[config.mk]
export PLATFORM = sky130hd
export DESIGN_NAME = code25_rx
export DESIGN_NICKNAME = d
export VERILOG_FILES = /design/src/rtl/code25_rx.sv
export SDC_FILE = /design/constraint.sdc
export NUM_CORES = 1
export LEC_CHECK = 0
export ABC_AREA = 1
export BUFFER_PORTS_ARGS = -buffer_cell sky130_fd_sc_hd__buf_2
export CAP_MARGIN = 20
export CORE_MARGIN = 2
export CORE_UTILIZATION = 35
export DETAILED_ROUTE_END_ITERATION = 6
export SLEW_MARGIN = 20
export SYNTH_ARGS = -nofsm -noshare
export SYNTH_HDL_FRONTEND = slang
export SYNTH_SLANG_ARGS = --single-unit
export TNS_END_PERCENT = 100
[constraint.sdc]
create_clock -name clk -period 1.8 [get_ports clk]
set_input_delay 0.09 -clock clk [delete_from_list [all_inputs] [get_ports clk]]
set_output_delay 0.09 -clock clk [all_outputs]
set_load 0.01 [all_outputs]
[src/rtl/code25_rx.sv]
// Serial 2-of-5 code receiver: decodes 5-bit symbols (MSB first) into BCD digits
// and assembles DIGITS of them into a number held until the consumer acknowledges it.
module code25_rx #(
  parameter int DIGITS = 4
) (
  input  logic                  clk,
  input  logic                  rst,
  input  logic                  bit_in,
  input  logic                  bit_vld,
  input  logic                  sync,
  input  logic                  num_ack,
  output logic [3:0]            digit,
  output logic                  digit_vld,
  output logic                  sym_err,
  output logic [4*DIGITS-1:0]   number,
  output logic                  num_vld,
  output logic                  ovr
);

  typedef enum logic [0:0] {
    COLLECT = 1'b0,
    HOLD    = 1'b1
  } state_t;

  localparam logic [3:0] DIGITS_C = 4'(DIGITS);

  // Returns {legal, bcd}; any code without exactly two ones is illegal.
  function automatic logic [4:0] code25_decode(input logic [4:0] sym);
    logic [4:0] res;
    case (sym)
      5'b11000: res = 5'b1_0000;
      5'b00011: res = 5'b1_0001;
      5'b00101: res = 5'b1_0010;
      5'b00110: res = 5'b1_0011;
      5'b01001: res = 5'b1_0100;
      5'b01010: res = 5'b1_0101;
      5'b01100: res = 5'b1_0110;
      5'b10001: res = 5'b1_0111;
      5'b10010: res = 5'b1_1000;
      5'b10100: res = 5'b1_1001;
      default:  res = 5'b0_0000;
    endcase
    return res;
  endfunction

  state_t              state_r, state_s;
  logic [2:0]          bit_cnt_r, bit_cnt_s;
  // Only the first four bits need storing; the fifth feeds the decoder directly.
  logic [3:0]          sym_r, sym_s;
  logic [3:0]          dig_cnt_r, dig_cnt_s;
  logic [3:0]          digit_r, digit_s;
  logic [4*DIGITS-1:0] number_r, number_s;
  logic                digit_vld_r, digit_vld_s;
  logic                sym_err_r, sym_err_s;
  logic                num_vld_r, num_vld_s;
  logic                ovr_r, ovr_s;

  logic [3:0]          sym_base_s;
  logic [2:0]          cnt_base_s;
  logic [4:0]          full_sym_s;
  logic [4:0]          dec_s;
  logic [4*DIGITS-1:0] shifted_s;
  logic [3:0]          dig_inc_s;

  // Next-state and next-output computation for the receiver.
  always_comb begin
    state_s     = state_r;
    bit_cnt_s   = bit_cnt_r;
    sym_s       = sym_r;
    dig_cnt_s   = dig_cnt_r;
    digit_s     = digit_r;
    number_s    = number_r;
    num_vld_s   = num_vld_r;
    digit_vld_s = 1'b0;
    sym_err_s   = 1'b0;
    ovr_s       = 1'b0;

    // sync restarts the symbol; a bit arriving with it becomes bit 1.
    sym_base_s  = sync ? 4'd0 : sym_r;
    cnt_base_s  = sync ? 3'd0 : bit_cnt_r;
    full_sym_s  = {sym_base_s, bit_in};
    dec_s       = code25_decode(full_sym_s);
    shifted_s   = number_r << 3'd4;
    shifted_s[3:0] = dec_s[3:0];
    dig_inc_s   = dig_cnt_r + 4'd1;

    case (state_r)
      COLLECT: begin
        if (bit_vld) begin
          if (cnt_base_s == 3'd4) begin
            bit_cnt_s = 3'd0;
            sym_s     = 4'd0;
            if (dec_s[4]) begin
              digit_s     = dec_s[3:0];
              digit_vld_s = 1'b1;
              number_s    = shifted_s;
              dig_cnt_s   = dig_inc_s;
              if (dig_inc_s == DIGITS_C) begin
                num_vld_s = 1'b1;
                state_s   = HOLD;
              end else begin
                num_vld_s = 1'b0;
              end
            end else begin
              sym_err_s = 1'b1;
            end
          end else begin
            bit_cnt_s = cnt_base_s + 3'd1;
            sym_s     = full_sym_s[3:0];
          end
        end else if (sync) begin
          bit_cnt_s = 3'd0;
          sym_s     = 4'd0;
        end else begin
          bit_cnt_s = bit_cnt_r;
        end
      end
      HOLD: begin
        ovr_s = bit_vld;
        if (num_ack) begin
          num_vld_s = 1'b0;
          number_s  = '0;
          dig_cnt_s = 4'd0;
          state_s   = COLLECT;
        end else begin
          num_vld_s = 1'b1;
        end
      end
      default: begin
        state_s = COLLECT;
      end
    endcase
  end

  // State and registered-output update with synchronous reset.
  always_ff @(posedge clk) begin
    if (rst) begin
      state_r     <= COLLECT;
      bit_cnt_r   <= 3'd0;
      sym_r       <= 4'd0;
      dig_cnt_r   <= 4'd0;
      digit_r     <= 4'd0;
      number_r    <= '0;
      digit_vld_r <= 1'b0;
      sym_err_r   <= 1'b0;
      num_vld_r   <= 1'b0;
      ovr_r       <= 1'b0;
    end else begin
      state_r     <= state_s;
      bit_cnt_r   <= bit_cnt_s;
      sym_r       <= sym_s;
      dig_cnt_r   <= dig_cnt_s;
      digit_r     <= digit_s;
      number_r    <= number_s;
      digit_vld_r <= digit_vld_s;
      sym_err_r   <= sym_err_s;
      num_vld_r   <= num_vld_s;
      ovr_r       <= ovr_s;
    end
  end

  assign digit     = digit_r;
  assign digit_vld = digit_vld_r;
  assign sym_err   = sym_err_r;
  assign number    = number_r;
  assign num_vld   = num_vld_r;
  assign ovr       = ovr_r;

endmodule

; Word level (Yosys, flattened, before mapping)
; Memories as Yosys holds them, arrays and structs flattened.
; Index checks and enable logic that the tools add are counted.
[totals]
reg_bits = 36
romBits = 160
inputBits = 6
wordCells = 55
n_memories = 1
[classes]
addsub = 2
n_eq_ne = 6
muxes = 28
n_bitwise = 3
n_reduce_logical = 5
[mem_list]
columns = memory, words, width, rd, rd_clocked_by_memory_dff, write_ports, line_no
row1 = (no name shown), 32, 5, 1, 0, 0, 30  ; case (sym)
[ops]
columns = cell, count
row1 = two-way mux 16 bit, 4
row2 = one-hot mux 16 bit (2 select lines), 1
row3 = two-way mux 4 bit, 7
row4 = two-way mux 1 bit, 10
row5 = two-way mux 3 bit, 3
row6 = inequality test 2 bit (second input constant), 4
row7 = one-hot mux 4 bit (2 select lines), 1
row8 = AND reduction 4 bit, 2
row9 = adder 4 x 1 -> 4 bit (second input constant), 1
row10 = equality test 4 x 3 -> 1 bit (second input constant), 1
row11 = one-hot mux 1 bit (2 select lines), 2
row12 = OR reduction 4 bit, 1
row13 = adder 3 x 1 -> 3 bit (second input constant), 1
row14 = equality test 3 bit (second input constant), 1
row15 = inverter 1 bit, 3
row16 = AND reduction 3 bit, 1
row17 = OR reduction 2 bit, 1

; Longest topological paths before layout
; Gate-level depths: netlist of the first run.
[depth]
word_depth = 7
depth_mapped = 13
ltp_nobuf = 13

; Worst setup path after synthesis of the first run
; No wires, ideal clock.
[synth_path]
kind = register -> register
from = reg sym_r[0]
to = reg number_r[10] (netlist: number[10])
setup_time_ps = 71
arrival_ps = 1530
required_time_ps = 1729
slack_ps = 199
stages_incl_launch_ff = 12
n_path_buf = 1
period_less_slack_ps = 1601
path_cell_list = dfxtp_1 -> nand2_1 -> ha_1 -> inv_1 -> nand2_2 -> nand3_1 -> nand2_2 -> nand3_2 -> nor2_4 -> buf_4 -> nand2_1 -> a21oi_2
[synth_between]
elab_chain_len = 4
[synth_rtl]
columns = element, line_no
row1 = "start, declared", 49  ; logic [3:0] sym_r, sym_s;
row2 = "start signal, assigned", 151  ; sym_r <= sym_s;
row3 = two-way mux 4 bit, -
row4 = memory read (32 x 5 bit), -
row5 = inequality test 2 bit (no source line), -
row6 = AND reduction 4 bit (no source line), -
row7 = "end signal, assigned", 154  ; number_r <= number_s;
row8 = "end, declared", 52  ; logic [4*DIGITS-1:0] number_r, number_s;
; No other way between the ends.
; A chain may end at the register's enable or synchronous reset.

; Worst setup path after layout of the first run
[layout_path]
from = reg sym_r[0]
to = reg digit_r[3] (netlist: digit[3])
[layout_between]
elab_chain_len = 3
[layout_rtl]
columns = element, line_no
row1 = two-way mux 4 bit *, -
row2 = memory read (32 x 5 bit) *, -
row3 = AND reduction 4 bit (no source line), -
row4 = "end signal, assigned", 153  ; digit_r <= digit_s;
row5 = "end, declared", 51  ; logic [3:0] digit_r, digit_s;
; Mark *: on every way between the ends. The rest lies on a longest branch, timed or not.

==> flow_summary_export.csv, run 1 <==
group,metric,value,unit
setup_path,cp_cell_sequence,"nand2_4, ha_4, inv_1, nand2_1, nand3_2, nand3_4, nand3_4, nor2_4, buf_6, nand2_2, a21oi_1",
global_routing,antenna_found_initial,0,
sta,finalSetupViolCount,0,
layout,layout.nets,269,
synthesis,postSynthRegisterBits,36,
die,floorplan.initialDensity,0.363,
synthesis,ys_warn_count,0,
global_routing,globalRouteOverflowTotal,0,
setup_path,timing.rr.start,"sym_r[0]",
setup_path,worst_reg_to_reg_setup_slack,0.10,ns
placed_design,io_buffer_count,29,
layout,layout_cell_share_with_drive_strength_beyond_1,0.340,
setup_path,regToRegEndpoint,"digit[3]",
setup_path,crit_top_cell,"sky130_fd_sc_hd__nand3_4",
sta,slew_limit_headroom,0.804,
clock_tree,tritoncts,"done",
worst_hold_path,holdCritPathClass,"input port to flip-flop",
die,design.die.area,5480,um2
sta,min_period,1.70,ns
setup_path,criticalPathCategory,"flip-flop to flip-flop",
sta,post-route-period-util,0.944,
global_routing,grt_pass1_vias,1277,
clock_tree,cts-root-buf,"sky130_fd_sc_hd__clkbuf_8",
clock_tree,cts.sinks,36,
setup_path,critPathArrivalTime,1.92,ns
routing,vias_per_cell,4.55,
setup_path,critPathRequiredTime,2.02,ns
synthesis,async_flop_share,0,
synthesis,avgSynthCellArea,7.70,um2
die,top_level_ports,30,
pwr,pwr_density_cell,738,nW/um2
routing,drt-wirelength-per-cell,11.0,um
sta,achievable-frequency,588,MHz
layout,antenna-diode-count,0,
routing,vias,1482,
clock_tree,clock_insertion_delay_worst_skew,0.29,ns
sta,report.final.slew_viol_count,0,
die,die_w,74.0,um
global_routing,grt_usage,0.137,
routing,drt-pass1-iter-count,4,
clock_tree,tritoncts.num_buffers,5,
sta,transition_time_of_the_tightest_slew_check_pin,0.295,ns
pwr,irDropWorstVdd,0.273,mV
synthesis,postSynthNetCount,234,
setup_path,critical_path_end_type,"flip-flop",
die,height_of_the_die,74.0,um
setup_path,critPathLaunch,"sym_r[0]",
run,drv_cap,0,
routing,antenna_violating_nets_post_route,0,
sta,finalHoldViolations,0,
clock_tree,clk_pin_slew_worst_paths,0.07,ns
layout,seqCellArea,722,um2
synthesis,ys_dominant_reg_cell,"sky130_fd_sc_hd__dfxtp_1",
routing,totalWireLength,3600,um
die,std_cell_rows,25,
setup_path,cp_slowest_stage_delay,0.36,ns
layout,layout.cells.most_common_list,"sky130_fd_sc_hd__nand2_1, sky130_fd_sc_hd__dfxtp_1, sky130_fd_sc_hd__buf_2, sky130_fd_sc_hd__a21oi_1",
synthesis,yosysUniqueCellTypes,28,
routing,drt_first_iter_violations,100,
worst_hold_path,timing.hold.worst_endpoint,"sym_r[0]",
synthesis,synth_edf_count,0,
pwr,power.total,1.57,mW
layout,filler_cell_count,472,
sta,worst_slack,0.100,ns
placed_design,final_hpwl_dp,2590,um
setup_path,reg2regPathDepth,11,
die,core_region_area,4720,um2
global_routing,grt_max_degree,24,
synthesis,synth.cell_area,1720,um2
worst_hold_path,timing.hold.worst_path_depth,2,
worst_hold_path,hold_start,"rst",
layout,multi_input_area,917,um2
placed_design,place_congestion,0.846,
sta,timing.clock.skew,0.00750,ns
routing,drc,0,
clock_tree,maximum_root_to_sink_buffer_count,2,
global_routing,grt_first_pass_wirelength,5660,um
clock_tree,htree_levels,2,
synthesis,syn_inst,223,
sta,setup_total_negative_slack,0,ns
sta,grt_setup_unrepaired,"true",
setup_path,worstSetupStartpointType,"flip-flop",
status,status,"complete, no violations",
setup_path,peak_fanout_along_the_critical_path,4,
layout,layout_commonest_cell,"sky130_fd_sc_hd__nand2_1",
clock_tree,post-cts-setup-buffers,0,
pwr,static-leakage-power,0.946,nW
setup_path,critical-path-slowest-cell,"sky130_fd_sc_hd__dfxtp_2",
layout,area.growth.synth_to_final,24.1,%
synthesis,yosysSeqAreaShare,0.420,
placed_design,place_ws,0.0277,ns
[worst max path at each step]
stage,endpoint,cells after the start,slack (ns)
6_report,digit[3],11,0.10
5_1_grt,number[1],11,-0.04
4_1_cts,number[13],11,0.01
3_5_place_dp,number[13],11,0.03
3_3_place_gp,digit[3],11,0.08
2_1_floorplan,number[10],11,0.20
[critical path: cells and delay by family (launching register included)]
kind	cells	cell delay (ns)
AOI/OAI and AO/OA	1	0.14
adders and majority gates	1	0.25
buffers and inverters	2	0.19
DFF	1	0.36
and+or+nand+nor	7	0.68
[timing repair]
item | in CTS | in global routing
setup endpoints to repair | 0 | 24
gates resized for setup | 0 | 16
hold buffers | 0 | 0
[power breakdown]
part / switching (mW) / internal (mW) / total [mW]
sequential: 0.00283 / 0.800 / 0.803
clock: 0.281 / 0.411 / 0.692
combinational: 0.0530 / 0.0242 / 0.0771
total: 0.337 / 1.23 / 1.57
[flip-flops by register name, indices dropped and copies added, names as in the netlist]
name / flops
ovr: 1
sym_err: 1
number: 16
state_r: 1
digit_vld: 1
dig_cnt_r: 4
sym_r: 4
bit_cnt_r: 3
num_vld: 1
digit: 4
[cell usage after synthesis, types with 2 or more instances]
master / n / area (um2)
sky130_fd_sc_hd__nand3_2: 4 / 40.0
sky130_fd_sc_hd__a21oi_1: 23 / 115
sky130_fd_sc_hd__a21oi_2: 9 / 78.8
sky130_fd_sc_hd__nor2_1: 11 / 41.3
sky130_fd_sc_hd__nand2_2: 18 / 113
sky130_fd_sc_hd__inv_2: 2 / 7.51
sky130_fd_sc_hd__inv_1: 19 / 71.3
sky130_fd_sc_hd__o21ai_0: 5 / 25.0
sky130_fd_sc_hd__nor2_4: 2 / 22.5
sky130_fd_sc_hd__nand3_1: 11 / 55.1
sky130_fd_sc_hd__dfxtp_1: 36 / 721
sky130_fd_sc_hd__ha_1: 5 / 62.6
sky130_fd_sc_hd__buf_6: 3 / 33.8
sky130_fd_sc_hd__nand2_1: 60 / 225
sky130_fd_sc_hd__clkbuf_1: 2 / 7.51
[per-layer routing]
metal | GRT usage | part of all wire
met5 | 0 | 0
met4 | 0.0727 | 0.021
met3 | 0.0393 | 0.039
met2 | 0.211 | 0.46
met1 | 0.172 | 0.48
[cell type report]
class | count | area share
Clock inverter | 2 | 0.0165
Timing Repair Buffer | 35 | 0.100
Tap cell | 67 | 0.0394
Sequential cell | 36 | 0.339
Clock buffer | 6 | 0.0341
Inverter | 22 | 0.0400
Multi-Input combinational cell | 158 | 0.431
[cell families after synthesis]
logic type,count (synthesis),synth area share
buffers and inverters,29,0.0802
DFF,36,0.420
AOI/OAI and AO/OA,42,0.151
xor gates and xnor gates,2,0.0102
adders and majority gates,5,0.0364
and+or+nand+nor,109,0.302
[stage by stage]
step	area, um2	hold WS (ns)	cells	util
3_5_place_dp	1950	0.399	318	0.413
6_report	2130	0.0892	326	0.451
4_1_cts	2060	0.0887	326	0.436
3_3_place_gp	1950	0.387	318	0.413
5_1_grt	2130	0.0916	326	0.451
2_1_floorplan	1720	0.233	223	-
(Power assumes the default switching activity.)
==> inputs of run 2 (changes only) <==
--- a/config.mk
+++ b/config.mk
@@ -9,8 +9,9 @@
 export BUFFER_PORTS_ARGS = -buffer_cell sky130_fd_sc_hd__buf_2
 export CAP_MARGIN = 20
 export CORE_MARGIN = 2
-export CORE_UTILIZATION = 35
+export CORE_UTILIZATION = 55
 export DETAILED_ROUTE_END_ITERATION = 6
+export PLACE_DENSITY = 0.79
 export SLEW_MARGIN = 20
 export SYNTH_ARGS = -nofsm -noshare
 export SYNTH_HDL_FRONTEND = slang
==> flow_summary_export.csv, run 2 (synthesized netlist as in run 1, its figures left out) <==
group,metric,value,unit
status,status,"complete, no violations",
setup_path,critical_path_end_type,"flip-flop",
pwr,pwr_density_cell,606,nW/um2
layout,layout.nets,277,
sta,achievable-frequency,573,MHz
layout,final_cell_count_no_fill,299,
clock_tree,cts.sinks,36,
placed_design,io_buffer_count,29,
routing,antenna_violating_nets_post_route,0,
sta,slew_limit_headroom,0.810,
die,top_level_ports,30,
sta,finalSetupViolCount,0,
clock_tree,cts-root-buf,"sky130_fd_sc_hd__clkbuf_4",
routing,vias_per_cell,5.16,
setup_path,critPathArrivalTime,2.01,ns
setup_path,critPathRequiredTime,2.07,ns
layout,layout_cell_share_with_drive_strength_beyond_1,0.357,
pwr,static-leakage-power,0.954,nW
sta,report.final.slew_viol_count,0,
sta,transition_time_of_the_tightest_slew_check_pin,0.285,ns
layout,layout.cell_area.non_filler,2120,um2
global_routing,globalRouteOverflowTotal,0,
clock_tree,tritoncts,"done",
layout,layout.cells.most_common_list,"sky130_fd_sc_hd__nand2_1, sky130_fd_sc_hd__dfxtp_1, sky130_fd_sc_hd__buf_2, sky130_fd_sc_hd__a21oi_1, sky130_fd_sc_hd__nand2_2",
worst_hold_path,holdCritPathClass,"input port to flip-flop",
die,height_of_the_die,59.9,um
sta,finalHoldViolations,0,
routing,drt-wirelength-per-cell,11.8,um
die,design.die.area,3580,um2
layout,antenna-diode-count,0,
die,floorplan.initialDensity,0.572,
routing,drt_first_iter_violations,57,
sta,min_period,1.74,ns
clock_tree,maximum_root_to_sink_buffer_count,2,
routing,drc,0,
global_routing,grt_usage,0.205,
layout,area.growth.synth_to_final,23.7,%
global_routing,grt_first_pass_wirelength,5490,um
die,std_cell_rows,20,
layout,postLayoutCoreUtil,0.707,
layout,max_reg_flops,16,
setup_path,peak_fanout_along_the_critical_path,7,
global_routing,grt_max_degree,24,
sta,timing.clock.skew,0.00560,ns
pwr,irDropWorstVdd,0.389,mV
layout,layout_commonest_cell,"sky130_fd_sc_hd__nand2_1",
setup_path,worstSetupStartpointType,"flip-flop",
clock_tree,postCtsHoldBufs,0,
sta,post-route-period-util,0.969,
clock_tree,clk_pin_slew_worst_paths,0.10,ns
placed_design,place_congestion,0.889,
die,core_region_area,3000,um2
run,drv_cap,0,
global_routing,grt_pass1_vias,1325,
global_routing,antenna_found_initial,0,
setup_path,criticalPathCategory,"flip-flop to flip-flop",
clock_tree,htree_levels,2,
pwr,power.total,1.29,mW
placed_design,final_hpwl_dp,2330,um
routing,vias,1544,
clock_tree,tritoncts.num_buffers,5,
routing,totalWireLength,3520,um
placed_design,post_dp_cell_area,1920,um2
clock_tree,clock_insertion_delay_worst_skew,0.34,ns
die,die_w,59.9,um
routing,drt-pass1-iter-count,4,
placed_design,place.detailed.instances,284,
==> run 2: worst max-delay path: stages (launching register included) <==
cell and delay, ns:
sky130_fd_sc_hd__dfxtp_2 0.36, sky130_fd_sc_hd__nand2_2 0.07, sky130_fd_sc_hd__ha_4 0.26, sky130_fd_sc_hd__inv_2 0.05, sky130_fd_sc_hd__nand2_4 0.07, sky130_fd_sc_hd__nand3_2 0.08
sky130_fd_sc_hd__nand2_2 0.13, sky130_fd_sc_hd__nand3_4 0.09, sky130_fd_sc_hd__nor2_4 0.10, sky130_fd_sc_hd__buf_12 0.14, sky130_fd_sc_hd__buf_12 0.11, sky130_fd_sc_hd__nand2_1 0.04
sky130_fd_sc_hd__a21oi_1 0.16
==> run 2: worst paths after layout <==
kind	start	end	slack, ns	cells after the start
setup / recovery	sym_r[0]	number[4]	0.06	12
hold / removal	bit_in	sym_r[0]	0.03	3
setup reg to reg	sym_r[0]	number[4]	0.06	12
hold reg to reg	digit[2]	digit[2]	0.46	2
==> run 2: area by class of cell <==
| class | instances | area (um2) |
|---|---|---|
| multi-input combinational | 158 | 916 |
| fill | 264 | 880 |
| sequential | 36 | 722 |
| timing repair buffer | 43 | 313 |
| inverter | 22 | 85.1 |
| clock buffer | 6 | 41.3 |
| tap | 33 | 41.3 |
| clock inverter | 1 | 5.00 |
==> run 2: repair_timing <==
item | in CTS | in global routing
endpoints found under the setup margin | 6 | 24
pin swaps | 1 | 7
cloned | 0 | 1
resized for setup | 0 | 15
buffers inserted | 2 | 5
endpoints found under the hold margin | 0 | 0
==> run 2: routing by layer <==
metal	wire length (um)	vias to the layer above	track usage
met5	0	-	0
met4	71	0	0.105
met3	148	8	0.0606
met1	1630	699	0.264
met2	1670	34	0.311
li1	-	803	-
==> run 2: stage by stage <==
step	hold slack, ns	worst slack (ns)	setup TNS [ns]
3_3_place_gp	0.381	0.0690	0
6_report	0.0264	0.0561	0
4_1_cts	0.0156	0.00362	0
2_1_floorplan	0.233	0.199	0
5_1_grt	0.0416	-0.0592	-0.231
3_5_place_dp	0.390	0.00535	0
==> run 2: report_power, final <==
group	internal [mW]	total, mW	switching, mW
logic	0.0288	0.0839	0.0551
clock network	0.144	0.400	0.257
registers	0.800	0.802	0.00241
total	0.972	1.29	0.314
